File: src/rtl/riscv_i32_fetch_pkg.sv
// Shared types for the ifetch-to-decode buffer.
// Fetch actions, request/response/control bundles and the buffered entry.
package riscv_i32_fetch_pkg;

  localparam int TAG_MAX = 8;

  typedef enum logic [1:0] {
    FA_NONE     = 2'd0,
    FA_CONTINUE = 2'd1,
    FA_RESTART  = 2'd2,
    FA_FLUSH    = 2'd3
  } fetch_action_e;

  typedef struct packed {
    logic [31:0] address;
    logic [31:0] data;
    logic        error;
    logic        flush_pipeline;
    logic        predicted_branch;
    logic [31:0] pc_if_mispredicted;
  } fetch_entry_t;

  typedef struct packed {
    logic        valid;
    logic [31:0] address;
    logic        predicted_branch;
    logic [31:0] pc_if_mispredicted;
    logic        flush_pipeline;
  } ifetch_req_t;

  typedef struct packed {
    logic               valid;
    logic [31:0]        data;
    logic               error;
    logic [TAG_MAX-1:0] tag;
  } ifetch_resp_t;

  typedef struct packed {
    logic               valid;
    fetch_action_e      fetch_action;
    logic [TAG_MAX-1:0] tag;
  } pipeline_control_t;

  typedef struct packed {
    logic        valid;
    logic [31:0] pc;
    logic [31:0] data;
    logic        error;
    logic        dec_flush_pipeline;
    logic        dec_predicted_branch;
    logic [31:0] dec_pc_if_mispredicted;
  } pipeline_fetch_data_t;

endpackage

File: src/rtl/riscv_i32_fetch_data_buffer_fifo.sv
// Generic synchronous FIFO, DEPTH entries of WIDTH bits, flush empties it.
// Ports: push/pop/flush/push_data in; full/empty/occupancy/head out.
module riscv_fetch_fifo #(
  parameter int DEPTH = 2,
  parameter int WIDTH = 32
) (
  input  logic                       clk,
  input  logic                       reset,
  input  logic                       push,
  input  logic                       pop,
  input  logic                       flush,
  input  logic [WIDTH-1:0]           push_data,
  output logic                       full,
  output logic                       empty,
  output logic [$clog2(DEPTH):0]     occupancy,
  output logic [WIDTH-1:0]           head
);

  localparam int AW = $clog2(DEPTH);
  localparam logic [AW:0] PTR_ONE = (AW+1)'(1);

  logic [AW:0]      wr_ptr;
  logic [AW:0]      rd_ptr;
  logic [WIDTH-1:0] mem [DEPTH];

  always_ff @(posedge clk) begin
    if (reset) begin
      wr_ptr <= '0;
      rd_ptr <= '0;
      for (int i = 0; i < DEPTH; i++)
        mem[i] <= '0;
    end else if (flush) begin
      rd_ptr <= wr_ptr;
    end else begin
      if (push) begin
        mem[wr_ptr[AW-1:0]] <= push_data;
        wr_ptr <= wr_ptr + PTR_ONE;
      end
      if (pop)
        rd_ptr <= rd_ptr + PTR_ONE;
    end
  end

  // Extra pointer bit separates full from empty.
  assign full = (wr_ptr[AW] != rd_ptr[AW]) &&
                (wr_ptr[AW-1:0] == rd_ptr[AW-1:0]);
  assign empty = (wr_ptr == rd_ptr);
  assign occupancy = wr_ptr - rd_ptr;
  assign head = mem[rd_ptr[AW-1:0]];

  a_no_push_full: assert property (
    @(posedge clk) disable iff (reset) !(push && full));
  a_no_pop_empty: assert property (
    @(posedge clk) disable iff (reset) !(pop && empty));

endmodule

File: src/rtl/riscv_i32_fetch_data_buffer.sv
// Pairs ifetch requests with tagged responses and queues them for decode.
// Ports: ifetch_req/resp, pipeline_control in; fetch_ready, fetch data, occupancy out.
module riscv_i32_fetch_data_buffer
  import riscv_i32_fetch_pkg::*;
#(
  parameter int DEPTH     = 2,
  parameter int TAG_WIDTH = 2
) (
  input  logic                   clk,
  input  logic                   reset,
  input  logic                   ifetch_req__valid,
  input  logic [31:0]            ifetch_req__address,
  input  logic                   ifetch_req__predicted_branch,
  input  logic [31:0]            ifetch_req__pc_if_mispredicted,
  input  logic                   ifetch_req__flush_pipeline,
  input  logic                   ifetch_resp__valid,
  input  logic [31:0]            ifetch_resp__data,
  input  logic                   ifetch_resp__error,
  input  logic [TAG_WIDTH-1:0]   ifetch_resp__tag,
  input  logic                   pipeline_control__valid,
  input  logic [1:0]             pipeline_control__fetch_action,
  input  logic [TAG_WIDTH-1:0]   pipeline_control__tag,
  output logic                   fetch_ready,
  input  logic                   decode_ready,
  output logic                   pipeline_fetch_data__valid,
  output logic [31:0]            pipeline_fetch_data__pc,
  output logic [31:0]            pipeline_fetch_data__data,
  output logic                   pipeline_fetch_data__error,
  output logic                   pipeline_fetch_data__dec_flush_pipeline,
  output logic                   pipeline_fetch_data__dec_predicted_branch,
  output logic [31:0]            pipeline_fetch_data__dec_pc_if_mispredicted,
  output logic [$clog2(DEPTH):0] occupancy
);

  ifetch_req_t          req;
  ifetch_resp_t         resp;
  pipeline_control_t    ctl;
  pipeline_fetch_data_t fd;
  fetch_entry_t         in_entry;
  fetch_entry_t         head;
  logic                 full;
  logic                 empty;
  logic                 flush;
  logic                 tag_ok;
  logic                 push;
  logic                 pop;

  assign req = '{
    valid:              ifetch_req__valid,
    address:            ifetch_req__address,
    predicted_branch:   ifetch_req__predicted_branch,
    pc_if_mispredicted: ifetch_req__pc_if_mispredicted,
    flush_pipeline:     ifetch_req__flush_pipeline
  };

  assign resp = '{
    valid: ifetch_resp__valid,
    data:  ifetch_resp__data,
    error: ifetch_resp__error,
    tag:   TAG_MAX'(ifetch_resp__tag)
  };

  assign ctl = '{
    valid:        pipeline_control__valid,
    fetch_action: fetch_action_e'(pipeline_control__fetch_action),
    tag:          TAG_MAX'(pipeline_control__tag)
  };

  assign flush  = ctl.valid && (ctl.fetch_action == FA_FLUSH);
  // Responses from before a restart carry an old tag and fall away here.
  assign tag_ok = (resp.tag == ctl.tag);
  assign fetch_ready = !full;
  assign push = req.valid && resp.valid && ctl.valid &&
                tag_ok && fetch_ready && !flush;
  assign pop  = fd.valid && decode_ready;

  assign in_entry = '{
    address:            req.address,
    data:               resp.data,
    error:              resp.error,
    flush_pipeline:     req.flush_pipeline,
    predicted_branch:   req.predicted_branch,
    pc_if_mispredicted: req.pc_if_mispredicted
  };

  riscv_fetch_fifo #(
    .DEPTH(DEPTH),
    .WIDTH($bits(fetch_entry_t))
  ) u_fifo (
    .clk       (clk),
    .reset     (reset),
    .push      (push),
    .pop       (pop),
    .flush     (flush),
    .push_data (in_entry),
    .full      (full),
    .empty     (empty),
    .occupancy (occupancy),
    .head      (head)
  );

  assign fd = '{
    valid:                  !empty,
    pc:                     head.address,
    data:                   head.data,
    error:                  head.error,
    dec_flush_pipeline:     head.flush_pipeline,
    dec_predicted_branch:   head.predicted_branch,
    dec_pc_if_mispredicted: head.pc_if_mispredicted
  };

  assign pipeline_fetch_data__valid                  = fd.valid;
  assign pipeline_fetch_data__pc                     = fd.pc;
  assign pipeline_fetch_data__data                   = fd.data;
  assign pipeline_fetch_data__error                  = fd.error;
  assign pipeline_fetch_data__dec_flush_pipeline     = fd.dec_flush_pipeline;
  assign pipeline_fetch_data__dec_predicted_branch   = fd.dec_predicted_branch;
  assign pipeline_fetch_data__dec_pc_if_mispredicted = fd.dec_pc_if_mispredicted;

endmodule
File: config.mk
export PLATFORM = sky130hd
export DESIGN_NAME = riscv_i32_fetch_data_buffer
export DESIGN_NICKNAME = d
export VERILOG_FILES = /design/src/rtl/riscv_i32_fetch_pkg.sv /design/src/rtl/riscv_i32_fetch_data_buffer_fifo.sv /design/src/rtl/riscv_i32_fetch_data_buffer.sv
export SDC_FILE = /design/constraint.sdc
export NUM_CORES = 1
export LEC_CHECK = 0
export ABC_AREA = 0
export BUFFER_PORTS_ARGS = -buffer_cell sky130_fd_sc_hd__buf_2
export CORE_MARGIN = 1.5
export CORE_UTILIZATION = 24
export DETAILED_ROUTE_END_ITERATION = 10
export PLACE_DENSITY_LB_ADDON = 0.25
export SYNTH_ARGS = -nofsm -noshare
export SYNTH_HDL_FRONTEND = slang
export SYNTH_SLANG_ARGS = --single-unit
File: constraint.sdc
create_clock -name clk -period 6.45 [get_ports clk]
set_clock_uncertainty 0.1 [all_clocks]
set_input_delay 1.29 -clock clk [delete_from_list [all_inputs] [get_ports clk]]
set_output_delay 1.29 -clock clk [all_outputs]
set_load 0.01 [all_outputs]
==> results, run 1 <==
- Synthesis produced 564 cells.
- Once the clock tree was built, the setup fixing pass inserted 0 buffers.
- The commonest non-fill, non-tap cell in the layout is sky130_fd_sc_hd__buf_2.
- The pin slew with the least headroom to its limit is 1.07 ns.
- For the finished layout, the period the worst path requires is 4.08 ns.
- In the final timing run, aggregate negative setup slack is 0 ns.
- Entering global routing, the biggest net connects 100 pins.
- The critical path class is reg2out.
- The endpoint identified for the worst register-to-register timing path is u_fifo.mem[0][78].
- The combined area of all synthesized cells is 8800 µm².
- After routing the design area is 11200 µm².
- Setup violations remaining at the end of the flow were counted as 0.
- The number of hold buffers added after cts is 0.
- The clock insertion delay at the later pin of the skew report is 0.52 ns.
- In this run the critical register-to-register path is launched from u_fifo.wr_ptr[0].
- Hold timing on the final database bottoms out at a slack of 0.455 ns.
- The tool flagged a number of max-cap violations equal to 0.
- The per-cell via count in the routed design is 4.04.
- Among all stages on the critical path, the largest delay is contributed by sky130_fd_sc_hd__dfxtp_4.
- The run finished with clean final reports.
- During placement, the flow inserted port buffers numbering 213.
- The sort of element at the start of the critical path is a register.
- The stage delay of the slowest cell on the critical path is 1.04 ns.
- The total overflow left after global routing is 0.
- The DRC violation total after the first TritonRoute iteration is 136.
- In this run the tightest slew margin relative to its limit is 0.290.
- For this run, the total global-route usage over all layers was measured as 0.108.
- The worst setup slack after layout is 2.37 ns.
- Data on the critical path is required at its endpoint by 5.06 ns.
- The via count of the first global-routing pass is 5316.
- Summing over every cut layer, the via total after detailed routing is 5099.
- The setup slack of the most critical reg-to-reg path is 3.46 ns.
- The clock tree from TritonCTS is built.
- The number of levels in the clock H-tree is 1.
- Dividing the detail-routed wire length by the instance count gives 16.5 µm.
- The initialized floorplan defines 69 standard-cell rows.
- The hold violation total from the final report was 0.
- The count of nets left with antenna violations once routing finished came out at 0.
- The first detailed-routing pass ran for 4 iterations.
- Of the cells placed in the final design, the portion with a size suffix greater than 1 is 0.455.
- The Yosys step of the flow raised 0 warnings.
- Setup repair after global routing left no endpoint under its margin.
- The nature of the critical path endpoint is an output pin.
- The final period utilization is 0.633.
- The number of different library cells used by synthesis comes to 28.
- The first global-routing pass estimated 31.4 mm of wire.
- The number of buffers and inverters on the critical path is 2.
- Dividing the synthesized area by the synthesized cell count gives 15.6 µm².
- 214 I/O pins were placed.
- Along the worst path, the maximum fanout reaches 69.
- The number of gates given a new drive strength after cts is 0.
- The number of antenna violations at the first check in global routing is 3.
- The cell sitting at the root of the clock tree is a sky130_fd_sc_hd__clkbuf_16.
- The depth of the worst register-to-register path is 7.
- For this configuration, the core starts out at a cell density of 0.246.
- The worst supply voltage drop on vdd is 172 µV.
- Clock tree synthesis inserted a total of 25 buffers.
- The hold-critical path depth is 2.
- The synthesized design contains 203 register bits.
- The layout has 3639 filler cells.
- The clock transition at the registers of the reported paths is 0.06 ns.
- The area growth from synthesis to layout is 27.6%.
- The worst-case hold path end point is u_fifo.wr_ptr[1].
- The tightest min-delay check is of the reg2reg type.
- In this run the static leakage power is 4.49 nW.
- Once detailed placement completed, the half-perimeter wirelength came to 12.5 mm.
- The core outline area is 35800 µm².
- On the critical path the largest part of the delay comes from flip-flops.
- The sequential area share after synthesis is 0.687.
- The worst hold path begins at u_fifo.wr_ptr[1].
- The setup slack at placement is 2.69 ns.
- For the worst setup path, the data arrival time is 2.69 ns.
- After detailed routing, the number of remaining DRC violations is 0.
- Once placement finished, the instance area stood at 10400 µm².
- The number of nets handed over by synthesis was 676.
- In this run the deepest clock path goes through 3 buffers.
- In the layout the commonest cells are sky130_fd_sc_hd__buf_2, sky130_fd_sc_hd__and2_1, sky130_fd_sc_hd__edfxtp_1.
- The max-slew violation count was 0.
- The sum of routed wire length over all layers is 20.8 mm.
- At the end of the flow, the number of nets in the layout was 892.
- From left edge to right edge, the die measures 194 µm.
- The clock net sink count is 203.
- The vertical extent of the die is 194 µm.
- The critical path goes through buf_4, mux2_2, buf_2.
- Timing would allow up to 245 MHz.
- The die footprint is 37800 µm².
- Power spread over the standard cell area amounts to 292 nW/µm².
- Routability-driven placement finished with a final weighted congestion of 0.683.
[worst register-to-register path: cells and delay by family (launching register included)]
| kind | cells | cell delay (ns) |
|---|---|---|
| flip-flops | 1 | 0.45 |
| buffers and inverters | 3 | 0.82 |
| AO/OA/AOI/OAI | 1 | 0.56 |
| adder cells (fa/ha/maj) | 1 | 0.34 |
| AND/OR/NAND/NOR | 2 | 0.34 |
[where the power goes]
part	internal [mW]	total (mW)	switching, mW	leakage, nW
Combinational	0.148	0.298	0.150	2.02
Sequential	1.50	1.53	0.0351	2.07
Clock	0.907	1.44	0.537	0.406
[flip-flops by register name, summed over array words and instances (netlist names), named ones only]
| name | count |
|---|---|
| u_fifo.rd_ptr | 2 |
| u_fifo.mem | 198 |
| u_fifo.wr_ptr | 2 |
[synth_stat cells]
cell | number | area share
sky130_fd_sc_hd__or4_2 | 1 | 0.0010
sky130_fd_sc_hd__edfxtp_1 | 198 | 0.68
sky130_fd_sc_hd__nor3_4 | 1 | 0.0018
sky130_fd_sc_hd__xnor2_1 | 5 | 0.0050
sky130_fd_sc_hd__nand2b_1 | 1 | 0.00071
sky130_fd_sc_hd__buf_2 | 2 | 0.0011
sky130_fd_sc_hd__xnor2_2 | 1 | 0.0018
sky130_fd_sc_hd__nand3_1 | 1 | 0.00057
sky130_fd_sc_hd__ha_1 | 1 | 0.0014
sky130_fd_sc_hd__nand4_2 | 1 | 0.0014
sky130_fd_sc_hd__a21oi_1 | 2 | 0.0011
sky130_fd_sc_hd__nor4_4 | 1 | 0.0024
sky130_fd_sc_hd__clkbuf_1 | 18 | 0.0077
sky130_fd_sc_hd__nor2_4 | 1 | 0.0013
sky130_fd_sc_hd__mux2_2 | 99 | 0.13
sky130_fd_sc_hd__a211oi_1 | 2 | 0.0017
sky130_fd_sc_hd__a21o_1 | 2 | 0.0017
sky130_fd_sc_hd__and3_1 | 1 | 0.00071
sky130_fd_sc_hd__nand2_1 | 2 | 0.00085
sky130_fd_sc_hd__o21bai_1 | 1 | 0.00085
sky130_fd_sc_hd__a21boi_0 | 1 | 0.00085
sky130_fd_sc_hd__dfxtp_1 | 5 | 0.011
sky130_fd_sc_hd__inv_1 | 3 | 0.0013
sky130_fd_sc_hd__clkbuf_2 | 11 | 0.0063
sky130_fd_sc_hd__and2_1 | 198 | 0.14
sky130_fd_sc_hd__o31ai_1 | 1 | 0.00085
sky130_fd_sc_hd__nor2_1 | 3 | 0.0013
sky130_fd_sc_hd__buf_6 | 1 | 0.0013
[metal layers]
| layer | wire length (µm) | vias to the layer above | GRT usage |
|---|---|---|---|
| met1 | 8600 | 2468 | 0.130 |
| met3 | 1240 | 36 | 0.0293 |
| met2 | 10400 | 147 | 0.188 |
| met4 | 581 | 2 | 0.0310 |
| li1 | - | 2446 | - |
| met5 | 10 | - | 0 |
[kinds of logic (layout without fill, tap and decap cells)]
logic type,after synthesis,count (layout),share of synthesized area
adders and majority gates,1,1,0.00142
DFF,203,203,0.687
muxes,99,99,0.127
buffers and inverters,35,269,0.0176
xor gates and xnor gates,6,6,0.00683
other,0,3,0
AOI/OAI and AO/OA,9,9,0.00711
and+or+nand+nor,211,211,0.153
[through the flow]
stage | power [mW] | utilization | std cells
floorplan | 1.72 | - | 564
global placement | 1.87 | 0.290 | 1214
detailed placement | 1.87 | 0.290 | 1214
CTS | 3.34 | 0.313 | 1259
global route | 3.42 | 0.313 | 1259
finish | 3.28 | 0.313 | 1262
[worst max-delay path by stage]
stage                                 startpoint                            end  slack (ns)  depth (start not counted)
5_1_grt                                 register  pipeline_fetch_data__data[30]        2.15                          3
2_1_floorplan           pipeline_control__tag[0]               u_fifo.mem[0][0]        1.95                          4
6_report                                register  pipeline_fetch_data__data[30]        2.37                          3
3_5_place_dp   pipeline_control__fetch_action[0]              u_fifo.mem[0][80]        2.69                          6
3_3_place_gp            pipeline_control__tag[0]              u_fifo.mem[0][27]        2.68                          6
4_1_cts                                 register  pipeline_fetch_data__data[30]        2.16                          3
[area by class of cell]
cell class / instances / area, µm² / area share
Tap cell: 461 / 577 / 0.0514
Clock inverter: 14 / 191 / 0.0171
Clock buffer: 31 / 648 / 0.0578
Antenna cell: 3 / 7.51 / 0.000669
Inverter: 3 / 11.3 / 0.00100
Multi-Input combinational cell: 326 / 2610 / 0.233
Sequential cell: 203 / 6050 / 0.539
Timing Repair Buffer: 221 / 1130 / 0.100
(Power assumes the default switching activity.)
==> inputs of run 2 (changes only) <==
==> constraint.sdc (replaced) <==
create_clock -name clk -period 3.55 [get_ports clk]
set_clock_uncertainty 0.1 [all_clocks]
set_input_delay 0.71 -clock clk [delete_from_list [all_inputs] [get_ports clk]]
set_output_delay 0.71 -clock clk [all_outputs]
set_load 0.01 [all_outputs]
==> run 2 against run 1 <==
Sequential power increased by 80%; critical path depth did not move; hold slack got worse by 0.092 ns; global-route usage hardly changed; die area is the same; total power is 73% higher; highest routed layer unchanged; combinational power up 100%; clock-buffer cell count is the same.
==> results, run 2 (synthesis results as in run 1) <==
- The run finished with clean final reports.
- In this run the static leakage power is 4.47 nW.
- The die boundary width is 194 µm.
- The register with the highest flop count is u_fifo.mem.
- The share of total power dissipated in combinational logic is 0.106.
- In the layout the commonest cells are sky130_fd_sc_hd__buf_2, sky130_fd_sc_hd__and2_1, sky130_fd_sc_hd__edfxtp_1.
- At the end of the flow the core is filled with cells to 0.312.
- After the last flow step, the layout net total stands at 894.
- The net switching component of the power is 1.30 mW.
- The hold-critical path depth is 2.
- The clock buffer count from CTS is 25.
- The non-filler instance count after layout is 1262.
- For this design, the sink count on the clock tree is 203.
- The worst pin sits at a relative slew slack of 0.530.
- The final period utilization is 0.809.
- The worst-case hold path end point is u_fifo.mem[0][47].
- In the final routed layout, each cell accounts on average for 16.3 µm.
- No sink is reached through more buffers than the 3 on the longest clock path.
- The worst setup path is captured at an output pin.
- Data on the critical path arrives at its endpoint at 2.06 ns.
- The initial core utilization is 0.246.
- After detailed routing, the number of remaining DRC violations is 0.
- The commonest non-fill, non-tap cell in the layout is sky130_fd_sc_hd__buf_2.
- After clock tree synthesis, the clock-pin slew on the worst setup and hold paths is 0.06 ns.
- The worst register-to-register path has a setup slack of 1.10 ns.
- The biggest fanout along the worst timing path is 46.
- The worst supply voltage drop on vdd is 399 µV.
- The register with the most flip-flops in the layout has 198 of them.
- The via count of the first global-routing pass is 5338.
- The first-pass detailed-route iteration total is 4.
- The first-pass GRT wire length is 31.2 mm.
- In this run the power density over the cells is 506 nW/µm².
- The clock share of power is 0.408.
- The area growth from synthesis to layout is 27.3%.
- The largest net degree at the start of global routing is 56.
- In the final layout, the share of cells above drive strength 1 is 0.455.
- The worst register-to-register path ends at u_fifo.mem[1][91].
- In the final layout, the registers with the most flip-flops are u_fifo.mem (198), u_fifo.rd_ptr (2), u_fifo.wr_ptr (2).
- The tree is rooted in a sky130_fd_sc_hd__clkbuf_16.
- The start point of the worst hold path is ifetch_resp__data[12].
- The class of the tightest hold or removal check is in2reg.
- Setup violations remaining at the end of the flow were counted as 0.
- In this run the core area contains 69 standard-cell rows.
- The port buffer count is 213.
- The via count is 5135.
- The timing-limited maximum frequency is 348 MHz.
- The congestion estimate from routability-driven global placement came to 0.679.
- The depth of the worst register-to-register path is 7.
- Setup repair after global routing left no endpoint under its margin.
- The total half-perimeter wirelength after legalization and detailed placement is 12.7 mm.
- In this run the critical register-to-register path is launched from u_fifo.wr_ptr[0].
- Max-cap violations in this run came to 0.
- The worst path meets setup with 0.679 ns of slack.
- Of the total power, the share spent switching nets is 0.230.
- The top-level I/O count is 214.
- The setup TNS after final layout is 0 ns.
- Measured along the y axis, the die boundary spans 194 µm.
- The post-route antenna net violation count is 0.
- The number of antenna violations at the first check in global routing is 6.
- The number of setup buffers added after CTS is 0.
- CTS built an H-tree with a depth of 1.
- The sort of element at the start of the critical path is a register.
- The minimum clock period after layout is 2.87 ns.
- The critical path class is reg2out.
- The share of total power in sequential cells is 0.486.
- In this run, the number of DRC markers left after iteration 0 of detailed routing was 180.
- OpenSTA, run right after detailed placement, puts the worst setup slack at 0.968 ns.
- The remaining global-route overflow is 0.
- For the pin with the worst max-slew slack, the measured transition is 0.705 ns.
- The hold violation total from the final report is 0.
- The final layout contains routed wiring with a total length of 20.6 mm.
- Once the clock tree was built, the resizer swapped 0 gates to a different size.
- The floorplan step defined a die boundary enclosing 37800 µm².
- The number of placed instances, taps included, is 1216.
- The max-slew violation count is 0.
- Power comes to 5.66 mW.
- At the worst endpoint, the required time is 2.74 ns.
- The later pin in the worst-skew pair is clocked with a latency of 0.53 ns.
- The number of hold buffers added after cts is 0.
- The clock tree from TritonCTS is built.
- After detailed routing, the number of vias per cell comes to 4.07.
- The all-layer global routing usage is 0.107.
- The total area inside the core boundary comes to 35800 µm².
- The internal portion of the total power is 4.36 mW.
[run 2: cell types whose count changed in the layout (fill, tap and decap cells not counted), sizes merged]
cell,previous run,this run
buf,221,223
inv,3,4
clkinvlp,1,2
bufinv,5,1
[run 2: final cells by class]
| type | instances | area [µm²] |
|---|---|---|
| antenna | 3 | 7.51 |
| clock buffer | 31 | 648 |
| clock inverter | 12 | 87.6 |
| timing repair buffer | 223 | 1200 |
| multi-input combinational | 326 | 2610 |
| tap | 461 | 577 |
| inverter | 3 | 11.3 |
| fill | 3612 | 24600 |
| sequential | 203 | 6050 |
[run 2: power groups by stage]
stage | Combinational [mW] | Sequential (mW) | Clock, mW
after floorplan | 0.331 | 2.79 | 0
after global placement | 0.620 | 2.80 | 0
after detailed placement | 0.619 | 2.80 | 0
after CTS | 0.622 | 2.75 | 2.41
after global routing | 0.652 | 2.76 | 2.49
final | 0.601 | 2.75 | 2.31
[run 2: routing by layer]
layer  GRT usage  wire (µm)  vias to the layer above
met5           0         24                        -
met4      0.0460        807                        4
met3      0.0311       1280                       46
met2       0.179       9810                      149
met1       0.129       8710                     2481
li1            -          -                     2455
[run 2: stage by stage]
| step | area [µm²] | hold slack, ns |
|---|---|---|
| after floorplan | 8800 | 0.399 |
| after global placement | 10500 | 0.430 |
| after detailed placement | 10500 | 0.449 |
| after CTS | 11200 | 0.332 |
| after global routing | 11200 | 0.344 |
| final | 11200 | 0.363 |
[run 2: worst max path at each step]
stage | startpoint | endpoint | slack [ns] | depth (start not counted)
3_5_place_dp | pipeline_control__tag[1] | u_fifo.mem[1][91] | 0.97 | 6
4_1_cts | register | pipeline_fetch_data__dec_pc_if_mispredicted[0] | 0.63 | 3
6_report | register | pipeline_fetch_data__dec_pc_if_mispredicted[14] | 0.68 | 3
2_1_floorplan | pipeline_control__tag[0] | u_fifo.mem[0][0] | 0.50 | 4
5_1_grt | u_fifo.wr_ptr[0] | fetch_ready | 0.54 | 6
3_3_place_gp | pipeline_control__tag[0] | u_fifo.mem[1][91] | 0.97 | 6
[run 2: worst max-delay path, cell delays in order (launching register included)]
cell and delay [ns]:
sky130_fd_sc_hd__dfxtp_4 0.36, sky130_fd_sc_hd__buf_4 0.53, sky130_fd_sc_hd__mux2_2 0.41, sky130_fd_sc_hd__buf_2 0.15
